<file path="src/rtl/jpeg_byte_packer.sv">
// Byte packer for jpeg_top: buffers 32-bit bitstream words and emits them MSB-first as bytes.
// Closes the final partial word with 1-padding, stuffs a padded 0xFF, and optionally appends FF D9.
module jpeg_byte_packer #(
   parameter int FIFO_DEPTH = 16,
   parameter bit APPEND_EOI = 1'b1
) (
   input  logic        clk,
   input  logic        rst,
   input  logic [31:0] JPEG_bitstream,
   input  logic        data_ready,
   input  logic        eof_data_partial_ready,
   input  logic [4:0]  end_of_file_bitstream_count,
   output logic [7:0]  byte_out,
   output logic        byte_valid,
   input  logic        byte_ready,
   output logic        busy,
   output logic        frame_done,
   output logic        overflow
);
   localparam int AW = $clog2(FIFO_DEPTH);

   typedef enum logic [2:0] {S_IDLE, S_EMIT, S_STUFF, S_EOI_FF, S_EOI_D9, S_FINISH} state_t;

   logic        r_in_valid;
   logic        r_in_last;
   logic [4:0]  r_in_count;
   logic [31:0] r_in_word;
   logic [37:0] r_mem [FIFO_DEPTH];
   logic [AW:0] r_wr_ptr, r_rd_ptr;
   logic        r_overflow;
   state_t      r_state;
   logic [31:0] r_sr;
   logic [2:0]  r_idx, r_nbytes;
   logic        r_last;

   logic [AW:0] w_level;
   logic        w_empty, w_full, w_wr_en, w_pop;
   logic [37:0] w_head;
   logic        w_head_last;
   logic [4:0]  w_head_count;
   logic [5:0]  w_count_sum;
   logic [2:0]  w_head_nbytes;
   logic [31:0] w_head_sr;
   state_t      w_state_next, w_end_state;
   logic [31:0] w_sr_next;
   logic [2:0]  w_idx_next, w_nbytes_next;
   logic        w_last_next;

   // Input stage: both strobes high means the partial word wins.
   always_ff @(posedge clk) begin
      if (!rst) begin
         r_in_valid <= 1'b0;
         r_in_last  <= 1'b0;
         r_in_count <= '0;
         r_in_word  <= '0;
      end else begin
         r_in_valid <= data_ready | eof_data_partial_ready;
         r_in_last  <= eof_data_partial_ready;
         r_in_count <= eof_data_partial_ready ? end_of_file_bitstream_count : 5'd0;
         r_in_word  <= JPEG_bitstream;
      end
   end

   assign w_level = r_wr_ptr - r_rd_ptr;
   assign w_empty = (w_level == '0);
   assign w_full  = (w_level == (AW+1)'(FIFO_DEPTH));
   assign w_wr_en = r_in_valid && !w_full;

   always_ff @(posedge clk) begin
      if (w_wr_en)
         r_mem[r_wr_ptr[AW-1:0]] <= {r_in_last, r_in_count, r_in_word};
   end

   assign w_head        = r_mem[r_rd_ptr[AW-1:0]];
   assign w_head_last   = w_head[37];
   assign w_head_count  = w_head[36:32];
   assign w_count_sum   = {1'b0, w_head_count} + 6'd7;
   assign w_head_nbytes = w_head_last ? w_count_sum[5:3] : 3'd4;
   // Bits below the valid MSBs of the final word are forced to 1.
   assign w_head_sr     = w_head_last ? (w_head[31:0] | (32'hFFFF_FFFF >> w_head_count))
                                      : w_head[31:0];

   always_ff @(posedge clk) begin
      if (!rst) begin
         r_wr_ptr   <= '0;
         r_rd_ptr   <= '0;
         r_overflow <= 1'b0;
         r_state    <= S_IDLE;
         r_sr       <= '0;
         r_idx      <= '0;
         r_nbytes   <= '0;
         r_last     <= 1'b0;
      end else begin
         r_wr_ptr <= r_wr_ptr + {{AW{1'b0}}, w_wr_en};
         r_rd_ptr <= r_rd_ptr + {{AW{1'b0}}, w_pop};
         if (r_in_valid && w_full)
            r_overflow <= 1'b1;
         r_state  <= w_state_next;
         r_sr     <= w_sr_next;
         r_idx    <= w_idx_next;
         r_nbytes <= w_nbytes_next;
         r_last   <= w_last_next;
      end
   end

   always_comb begin
      w_state_next  = r_state;
      w_sr_next     = r_sr;
      w_idx_next    = r_idx;
      w_nbytes_next = r_nbytes;
      w_last_next   = r_last;
      w_pop         = 1'b0;
      w_end_state   = APPEND_EOI ? S_EOI_FF : S_FINISH;
      byte_out      = 8'h00;
      byte_valid    = 1'b0;
      frame_done    = 1'b0;
      case (r_state)
         S_IDLE: begin
            if (!w_empty) begin
               w_pop         = 1'b1;
               w_sr_next     = w_head_sr;
               w_nbytes_next = w_head_nbytes;
               w_last_next   = w_head_last;
               w_idx_next    = 3'd0;
               w_state_next  = (w_head_nbytes == 3'd0) ? w_end_state : S_EMIT;
            end
         end
         S_EMIT: begin
            byte_valid = 1'b1;
            byte_out   = r_sr[31:24];
            if (byte_ready) begin
               w_sr_next  = r_sr << 8;
               w_idx_next = r_idx + 3'd1;
               if (r_idx == r_nbytes - 3'd1) begin
                  if (r_last) begin
                     w_state_next = (r_sr[31:24] == 8'hFF) ? S_STUFF : w_end_state;
                  end else if (!w_empty) begin
                     // Back-to-back reload keeps the byte stream bubble-free.
                     w_pop         = 1'b1;
                     w_sr_next     = w_head_sr;
                     w_nbytes_next = w_head_nbytes;
                     w_last_next   = w_head_last;
                     w_idx_next    = 3'd0;
                     w_state_next  = (w_head_nbytes == 3'd0) ? w_end_state : S_EMIT;
                  end else begin
                     w_state_next = S_IDLE;
                  end
               end
            end
         end
         S_STUFF: begin
            byte_valid = 1'b1;
            byte_out   = 8'h00;
            if (byte_ready) w_state_next = w_end_state;
         end
         S_EOI_FF: begin
            byte_valid = 1'b1;
            byte_out   = 8'hFF;
            if (byte_ready) w_state_next = S_EOI_D9;
         end
         S_EOI_D9: begin
            byte_valid = 1'b1;
            byte_out   = 8'hD9;
            if (byte_ready) w_state_next = S_FINISH;
         end
         S_FINISH: begin
            frame_done   = 1'b1;
            w_state_next = S_IDLE;
         end
         default: w_state_next = S_IDLE;
      endcase
   end

   assign busy     = r_in_valid || !w_empty || (r_state != S_IDLE);
   assign overflow = r_overflow;
endmodule
</file>
<file path="config.mk">
export PLATFORM = sky130hd
export DESIGN_NAME = jpeg_byte_packer
export DESIGN_NICKNAME = d
export VERILOG_FILES = /design/src/rtl/jpeg_byte_packer.sv
export SDC_FILE = /design/constraint.sdc
export NUM_CORES = 1
export LEC_CHECK = 0
export CAP_MARGIN = 0
export CORE_MARGIN = 4
export CORE_UTILIZATION = 65
export DETAILED_ROUTE_END_ITERATION = 10
export DONT_BUFFER_PORTS = 1
export PLACE_DENSITY_LB_ADDON = 0.05
export SETUP_SLACK_MARGIN = 0.1
export SYNTH_ARGS = -nofsm -noshare
export SYNTH_HDL_FRONTEND = slang
export SYNTH_SLANG_ARGS = --single-unit
</file>
<file path="constraint.sdc">
create_clock -name clk -period 18 [get_ports clk]
set_input_delay 3.6 -clock clk [delete_from_list [all_inputs] [get_ports clk]]
set_output_delay 3.6 -clock clk [all_outputs]
set_load 0.03 [all_outputs]
</file>
==> results of run 1 <==
[final timing paths]
| check | start | end | slack, ps | cells after the start |
|---|---|---|---|---|
| worst min-delay path | r_sr[3] | r_sr[3] | 460 | 2 |
| worst min register to register | r_sr[3] | r_sr[3] | 460 | 2 |
| worst max register to register | r_rd_ptr[1] | r_sr[9] | 13360 | 8 |
| worst max-delay path | r_rd_ptr[3] | busy | 11170 | 6 |
[cell families after synthesis]
group	Yosys count	synth area share
flops	700	0.745
simple gates	248	0.0476
mux	198	0.157
compound gates	106	0.0249
buf+inv	87	0.0143
xor+xnor	16	0.00626
fa+ha+maj	10	0.00464
[metal layers]
layer | up-vias | part of all wire | wire length (µm)
met5 | - | 0.00022 | 13
met4 | 2 | 0.027 | 1570
met3 | 97 | 0.082 | 4790
met2 | 591 | 0.48 | 27700
met1 | 6917 | 0.42 | 24200
li1 | 5597 | - | -
[layout by cell type, fill, tap and decap left out, drive strengths merged, types with 17 or more instances in the layout]
master / count
and2: 39
nor3: 30
nor2: 76
mux4: 180
a21oi: 25
clkinv: 17
o21ai: 29
dfxtp: 92
clkbuf: 102
buf: 24
nand2: 27
edfxtp: 608
nand3: 24
[sequential cells by signal (all words and copies together) (netlist names), 5 cells and up]
name / cells
r_mem: 608
r_rd_ptr: 5
r_in_word: 32
r_wr_ptr: 5
r_sr: 32
r_in_count: 5
[cell type report]
type                    instances  area (µm²)
multi-input cells             578        6620
clock buffers                 102        1990
clock inverters                22         184
inverters                      11        41.3
fillers                      2381       11100
repair buffers                 24         193
well taps                     532         666
flip-flops and latches        700       20100
[report_power, final]
| group | leakage (µW) | switching (µW) | total (µW) | internal [µW] |
|---|---|---|---|---|
| combinational | 0.00201 | 378 | 710 | 333 |
| clock | 0.00106 | 575 | 1380 | 809 |
| sequential | 0.00634 | 83.4 | 1900 | 1820 |
| total | 0.00941 | 1040 | 4000 | 2960 |
[per-stage QoR]
| step | hold slack, ps | total power (µW) | instance area [µm²] | instances | util |
|---|---|---|---|---|---|
| 6_report | 456 | 4000 | 29800 | 1969 | 0.728 |
| 5_1_grt | 477 | 4160 | 29800 | 1969 | 0.728 |
| 4_1_cts | 455 | 4020 | 29800 | 1969 | 0.728 |
| 3_5_place_dp | 447 | 2650 | 27600 | 1845 | 0.675 |
| 3_3_place_gp | 442 | 2640 | 27600 | 1845 | 0.675 |
| 2_1_floorplan | 428 | 2480 | 27000 | 1365 | - |
[worst max-delay path, cell delays in order, from the launching register on]
cell      delay [ps]
dfxtp_1          390
inv_2            660
ha_1             280
xor3_1           410
and4_1           220
o2111a_1         370
nand3_1          310
==> impl_metrics.ini, run 1 <==
[clock_network]
clk_pin_slew_ps = 60
cts_tree = done
htreeDepth = 3
clock-root-buffer = clkbuf_16
cts_sinks = 700
clockBufferDepth = 3
cts_made_buffers = 69
ctsResizeCount = 0
cts_setup_buffers = 0
cts_hold_buf = 0
clkLatencyLatePin_ps = 590

[critical_path]
critPathKind = flip-flop to output port
endpoint_kind = output port
startpoint_type = flip-flop
arrival_ps = 3230
worstPathMaxFanout = 18
cp.required_ps = 14400

[route]
drt_iter0_markers = 1565
post_drt_wl_per_cell_um = 29.6
vias = 13200
final_antenna_net_count = 0
postRouteWirelength_mm = 58.2
drc_errors = 0
firstDrtPassIters = 6
viasPerCell = 6.71

[synth]
synth.largest_area_cell = edfxtp_1
yosysSeqAreaShare = 0.745
synth_top_area_share = 0.677
synth.most_common_cell = edfxtp_1
async_reset_ff_frac = 0
synth_fp_nets = 1417
yosys-top-cells-area = edfxtp_1 (68%), mux4_2 (15%), dfxtp_1 (6.8%)
avgSynthCellArea_um2 = 19.8
synth_ff_type = edfxtp_1
ys_warn_count = 0
synthesis.area_um2 = 27000
synth_seq_cells = 700
synth_commonest_cells = edfxtp_1 (608), mux4_2 (179), dfxtp_1 (92)
synth_edf_count = 608
synth_cells = 1365
yosys.cell_types.count = 62

[pwr]
p_leak_uw = 0.00941
irDropWorstVdd_v = 0.000109
power.density_nw_per_um2 = 134

[timing]
setup-violations-final = 0
period_share = 0.380
tightest_slew_ps = 1200
hold_viol_final = 0
maxSlewHeadroom = 0.183
final.min_clock_period_ps = 6830
skew_ps = 23.0
fin_ws_ps = 11170
slew_violations = 0
fin_tns_setup_ps = 0
rsz0062_at_grt = false
fmax_ghz = 0.146

[place]
portBuffers = 0
dp_hpwl_mm = 29.3
gp_congestion = 0.856
dp_slack_ps = 11780

[layout]
drive_above_1_share = 0.232
antennaDiodeCount = 0
areaGrowthSynthToFinish_pct = 10.5
final_nets = 1436

[grt]
grt_start_max_net_pins = 113
grt_pass1_vias = 13200
grt_pass1_wl_mm = 87.1
gr-usage-met1 = 0.416
top_usage_layer = met1
grt_util_met2 = 0.404
use_met3 = 0.0437
antenna_found_initial = 1
grt_usage = 0.268
gr-total-overflow = 0

[die]
coreArea_um2 = 40900
die_w_um = 212
dieArea_um2 = 44800
initial_utilization = 0.659
die_y_um = 212
ios = 54
rows = 74

[run_status]
status = finished, final reports clean

[job]
drv_cap = 0

[min_path]
hold_class = flip-flop to flip-flop
Note: power is estimated with default switching activity, not from simulation.
==> run 2, diff against run 1 <==
- CORE_UTILIZATION: 65 -> 57
- clock period: 18 -> 5.85 ns (I/O delays scaled with it)
==> impl_metrics.ini, run 2 (synthesis gave the netlist of run 1 again) <==
[critical_path]
cp.required_ps = 4680
arrival_ps = 3150
r2r_start = r_rd_ptr[1]
critPathKind = flip-flop to output port
rrSetupSlack_ps = 1900
rr_worst_depth = 12
crit_path_start = r_rd_ptr[1]
startpoint_type = flip-flop
path_cells = inv_2, ha_1, nand3b_1, a211oi_1, o2111a_1, nand3_1
max_stage_delay_ps = 810
worstPathMaxFanout = 38
slowest_stage = dfxtp_4
reg2reg_to = r_rd_ptr[4]
endpoint_kind = output port

[grt]
grt_pass1_wl_mm = 89.2
gr-total-overflow = 0
grt_pass1_vias = 13200
grt_usage = 0.242
antenna_found_initial = 0
grt_start_max_net_pins = 113

[timing]
hold_viol_final = 0
slew_violations = 0
setup-violations-final = 0
rsz0062_at_grt = false
fin_tns_setup_ps = 0
skew_ps = 19.6
maxSlewHeadroom = 0.231
fmax_ghz = 0.232
tightest_slew_ps = 1150
final.min_clock_period_ps = 4320
period_share = 0.738

[clock_network]
cts_tree = done
clockBufferDepth = 3
htreeDepth = 3
clkLatencyLatePin_ps = 600
clock-root-buffer = clkbuf_16
cts_setup_buffers = 0
ctsResizeCount = 0
cts_sinks = 700
clk_pin_slew_ps = 60
cts_hold_buf = 0
cts_made_buffers = 72

[route]
firstDrtPassIters = 5
drc_errors = 0
post_drt_wl_per_cell_um = 29.2
final_antenna_net_count = 0
postRouteWirelength_mm = 60.2
drt_iter0_markers = 1487
viasPerCell = 6.43
vias = 13300

[layout]
areaGrowthSynthToFinish_pct = 11.5
largest_reg_flops = 608
stdcell_count = 2061
final_nets = 1448
final_cell_mix = edfxtp_1 (608), mux4_2 (179), dfxtp_1 (89)
antennaDiodeCount = 0
drive_above_1_share = 0.243
final_common_cell = edfxtp_1

[pwr]
irDropWorstVdd_v = 0.000325
total_power_uw = 12500
power.density_nw_per_um2 = 415
p_leak_uw = 0.00952

[die]
coreArea_um2 = 46700
die_w_um = 226
die_y_um = 226
dieArea_um2 = 50900
ios = 54
rows = 79
initial_utilization = 0.578

[job]
drv_cap = 0

[run_status]
status = finished, final reports clean

[min_path]
worstHoldEndpoint = r_sr[7]
min_path_cells = 2
hold_class = flip-flop to flip-flop
min_from = r_sr[7]

[place]
portBuffers = 0
gp_congestion = 0.822
dp.cells = 1929
dp_hpwl_mm = 32.0
run 2: cell types whose count changed in the layout (fill, tap and decap cells not counted), sizes merged:
cell      previous run  this run
buf                 24        33
inv                 11        13
clkbuf             102        98
clkinv              17        25
clkinvlp             2         4
run 2: report_power, final:
part	switching, µW	internal (µW)
logic	1210	1040
clock network	1840	2560
registers	254	5600
run 2: worst max-delay path: cells and delay by family (launching register included):
kind / cells / cell delay, ps
flops: 1 / 810
compound gates: 2 / 760
fa+ha+maj: 1 / 360
simple gates: 2 / 510
buf+inv: 1 / 110
run 2: how the worst max path moves through the flow:
stage                   endpoint  slack (ps)  depth (start not counted)
floorplan            r_mem[0][0]         160                         10
global placement    r_mem[3][25]        2000                         10
detailed placement   r_rd_ptr[4]        1930                         12
CTS                         busy        1540                          6
global route                busy        1310                          6
finish                      busy        1530                          6
run 2: area by class of cell:
cell class              instances  area, µm²
fillers                      3205      16600
clock inverters                34        255
inverters                      11       41.3
flip-flops and latches        700      20100
clock buffers                  98       2020
multi-input cells             578       6620
repair buffers                 33        285
well taps                     607        759
run 2: metal layers:
layer  wire, µm  up-vias  global-route usage
li1           -     5637                   -
met3       4320       95              0.0525
met5          0        -                   0
met2      27700      508               0.355
met4       1200        0              0.0571
met1      26900     7017               0.382
run 2: metrics by stage:
stage               hold WS [ps]  utilization  setup slack [ps]  area (µm²)
floorplan                    428            -               162       27000
global placement             437        0.596              2000       27800
detailed placement           447        0.596              1930       27800
CTS                          455        0.645              1540       30100
global route                 478        0.645              1310       30100
finish                       454        0.645              1530       30100
==> run 3, diff against run 2 <==
- CORE_UTILIZATION: 57 -> 63
- clock period: 5.85 -> 4.25 ns (I/O delays scaled with it)
==> impl_metrics.ini, run 3 (synthesis gave the netlist of run 1 again) <==
[grt]
grt_usage = 0.253
antenna_found_initial = 0
gr-total-overflow = 0
grt_pass1_vias = 13400
grt_start_max_net_pins = 86
grt_pass1_wl_mm = 86.7

[critical_path]
cp.depth = 6
startpoint_type = flip-flop
r2r_start = r_wr_ptr[0]
path_buf_inv = 1
max_stage_delay_ps = 670
path_cells = inv_1, ha_1, nand3b_1, a211oi_1, o2111a_1, nand3_1
worstPathMaxFanout = 8
cp.required_ps = 3400
rrSetupSlack_ps = 590
crit_path_end = busy
cp_top_family = compound AO/OA/AOI/OAI gates
endpoint_kind = output port
reg2reg_to = r_rd_ptr[4]
crit_path_start = r_wr_ptr[0]
slowest_stage = dfxtp_1
critPathKind = flip-flop to output port
rr_worst_depth = 12
arrival_ps = 2920

[clock_network]
cts_tree = done
clk_pin_slew_ps = 60
htreeDepth = 3
clock-root-buffer = clkbuf_16
cts_setup_buffers = 0
clkLatencyLatePin_ps = 580
cts_made_buffers = 69
cts_hold_buf = 0
cts_sinks = 700
clockBufferDepth = 3
ctsResizeCount = 0

[layout]
final_nets = 1457
nFillCells = 2538
areaGrowthSynthToFinish_pct = 11.5
final_cell_mix = edfxtp_1 (608), mux4_2 (179), dfxtp_1 (89)
fin_util = 0.714
drive_above_1_share = 0.246
final_common_cell = edfxtp_1
antennaDiodeCount = 0
seq_area_um2 = 20100
multi_input_area_um2 = 6650
largest_reg_flops = 608

[route]
vias = 13200
final_antenna_net_count = 0
drt_iter0_markers = 1740
drc_errors = 0
viasPerCell = 6.60
firstDrtPassIters = 6
post_drt_wl_per_cell_um = 28.6
postRouteWirelength_mm = 57.2

[job]
drv_cap = 0

[die]
dieArea_um2 = 46200
ios = 54
die_y_um = 215
coreArea_um2 = 42100
die_w_um = 215
rows = 75
initial_utilization = 0.640

[timing]
slew_violations = 0
skew_ps = 23.3
setup-violations-final = 0
fmax_ghz = 0.266
tightest_slew_ps = 1160
final.min_clock_period_ps = 3770
period_share = 0.886
hold_viol_final = 0
rsz0062_at_grt = false
maxSlewHeadroom = 0.229

[min_path]
min_path_cells = 1
hold_class = input pin to flip-flop

[place]
gp_congestion = 0.863
portBuffers = 0
dp_hpwl_mm = 31.5

[pwr]
p_leak_uw = 0.00955
power.density_nw_per_um2 = 569
irDropWorstVdd_v = 0.000388
total_power_uw = 17100

[run_status]
status = finished, final reports clean
==> run 3: how the worst min path moves through the flow <==
stage | start | to | slack (ps)
finish | JPEG_bitstream[26] | r_in_word[26] | 400
global route | JPEG_bitstream[24] | r_in_word[24] | 360
CTS | JPEG_bitstream[16] | r_in_word[16] | 360
detailed placement | r_sr[6] | r_sr[6] | 450
global placement | r_sr[2] | r_sr[2] | 450
floorplan | r_sr[2] | r_sr[2] | 430
==> run 3: worst reg2reg max path, stage by stage (launching register included) <==
cell and delay, ps:
dfxtp_1 670, inv_1 140, ha_1 240, nand3b_1 190
and4_1 210, o2111a_1 370, or4_4 680, inv_2 270
ha_1 220, ha_1 190, nand3_1 100, xor2_1 190
nor2_1 50
==> run 3: layer usage <==
layer / wire length [µm] / up-vias / part of all wire / global-route usage
li1: - / 5643 / - / -
met1: 25100 / 6903 / 0.44 / 0.394
met2: 26500 / 518 / 0.46 / 0.375
met3: 3820 / 108 / 0.067 / 0.0490
met4: 1710 / 0 / 0.030 / 0.0776
met5: 0 / - / 0 / 0
==> run 3: layout make-up <==
cell class | instances | area share
inverter | 11 | 0.00137
clock buffer | 98 | 0.0661
tap | 539 | 0.0224
multi-input combinational | 578 | 0.221
sequential | 700 | 0.668
clock inverter | 26 | 0.00757
timing repair buffer | 45 | 0.0133
==> run 3: report_power, final <==
group / internal, µW / total (µW) / switching [µW]
logic: 1450 / 3190 / 1740
clock network: 3500 / 5950 / 2450
registers: 7710 / 7990 / 279
total: 12700 / 17100 / 4470
==> run 3: through the flow <==
stage	worst slack (ps)	cell area (µm²)	TNS (ps)	instances	hold slack [ps]
after floorplan	-404	27000	-56570	1365	428
after global placement	738	27900	0	1873	446
after detailed placement	658	27900	0	1873	453
after CTS	527	30100	0	1997	360
after global routing	300	30100	0	1997	365
final	484	30100	0	1997	397
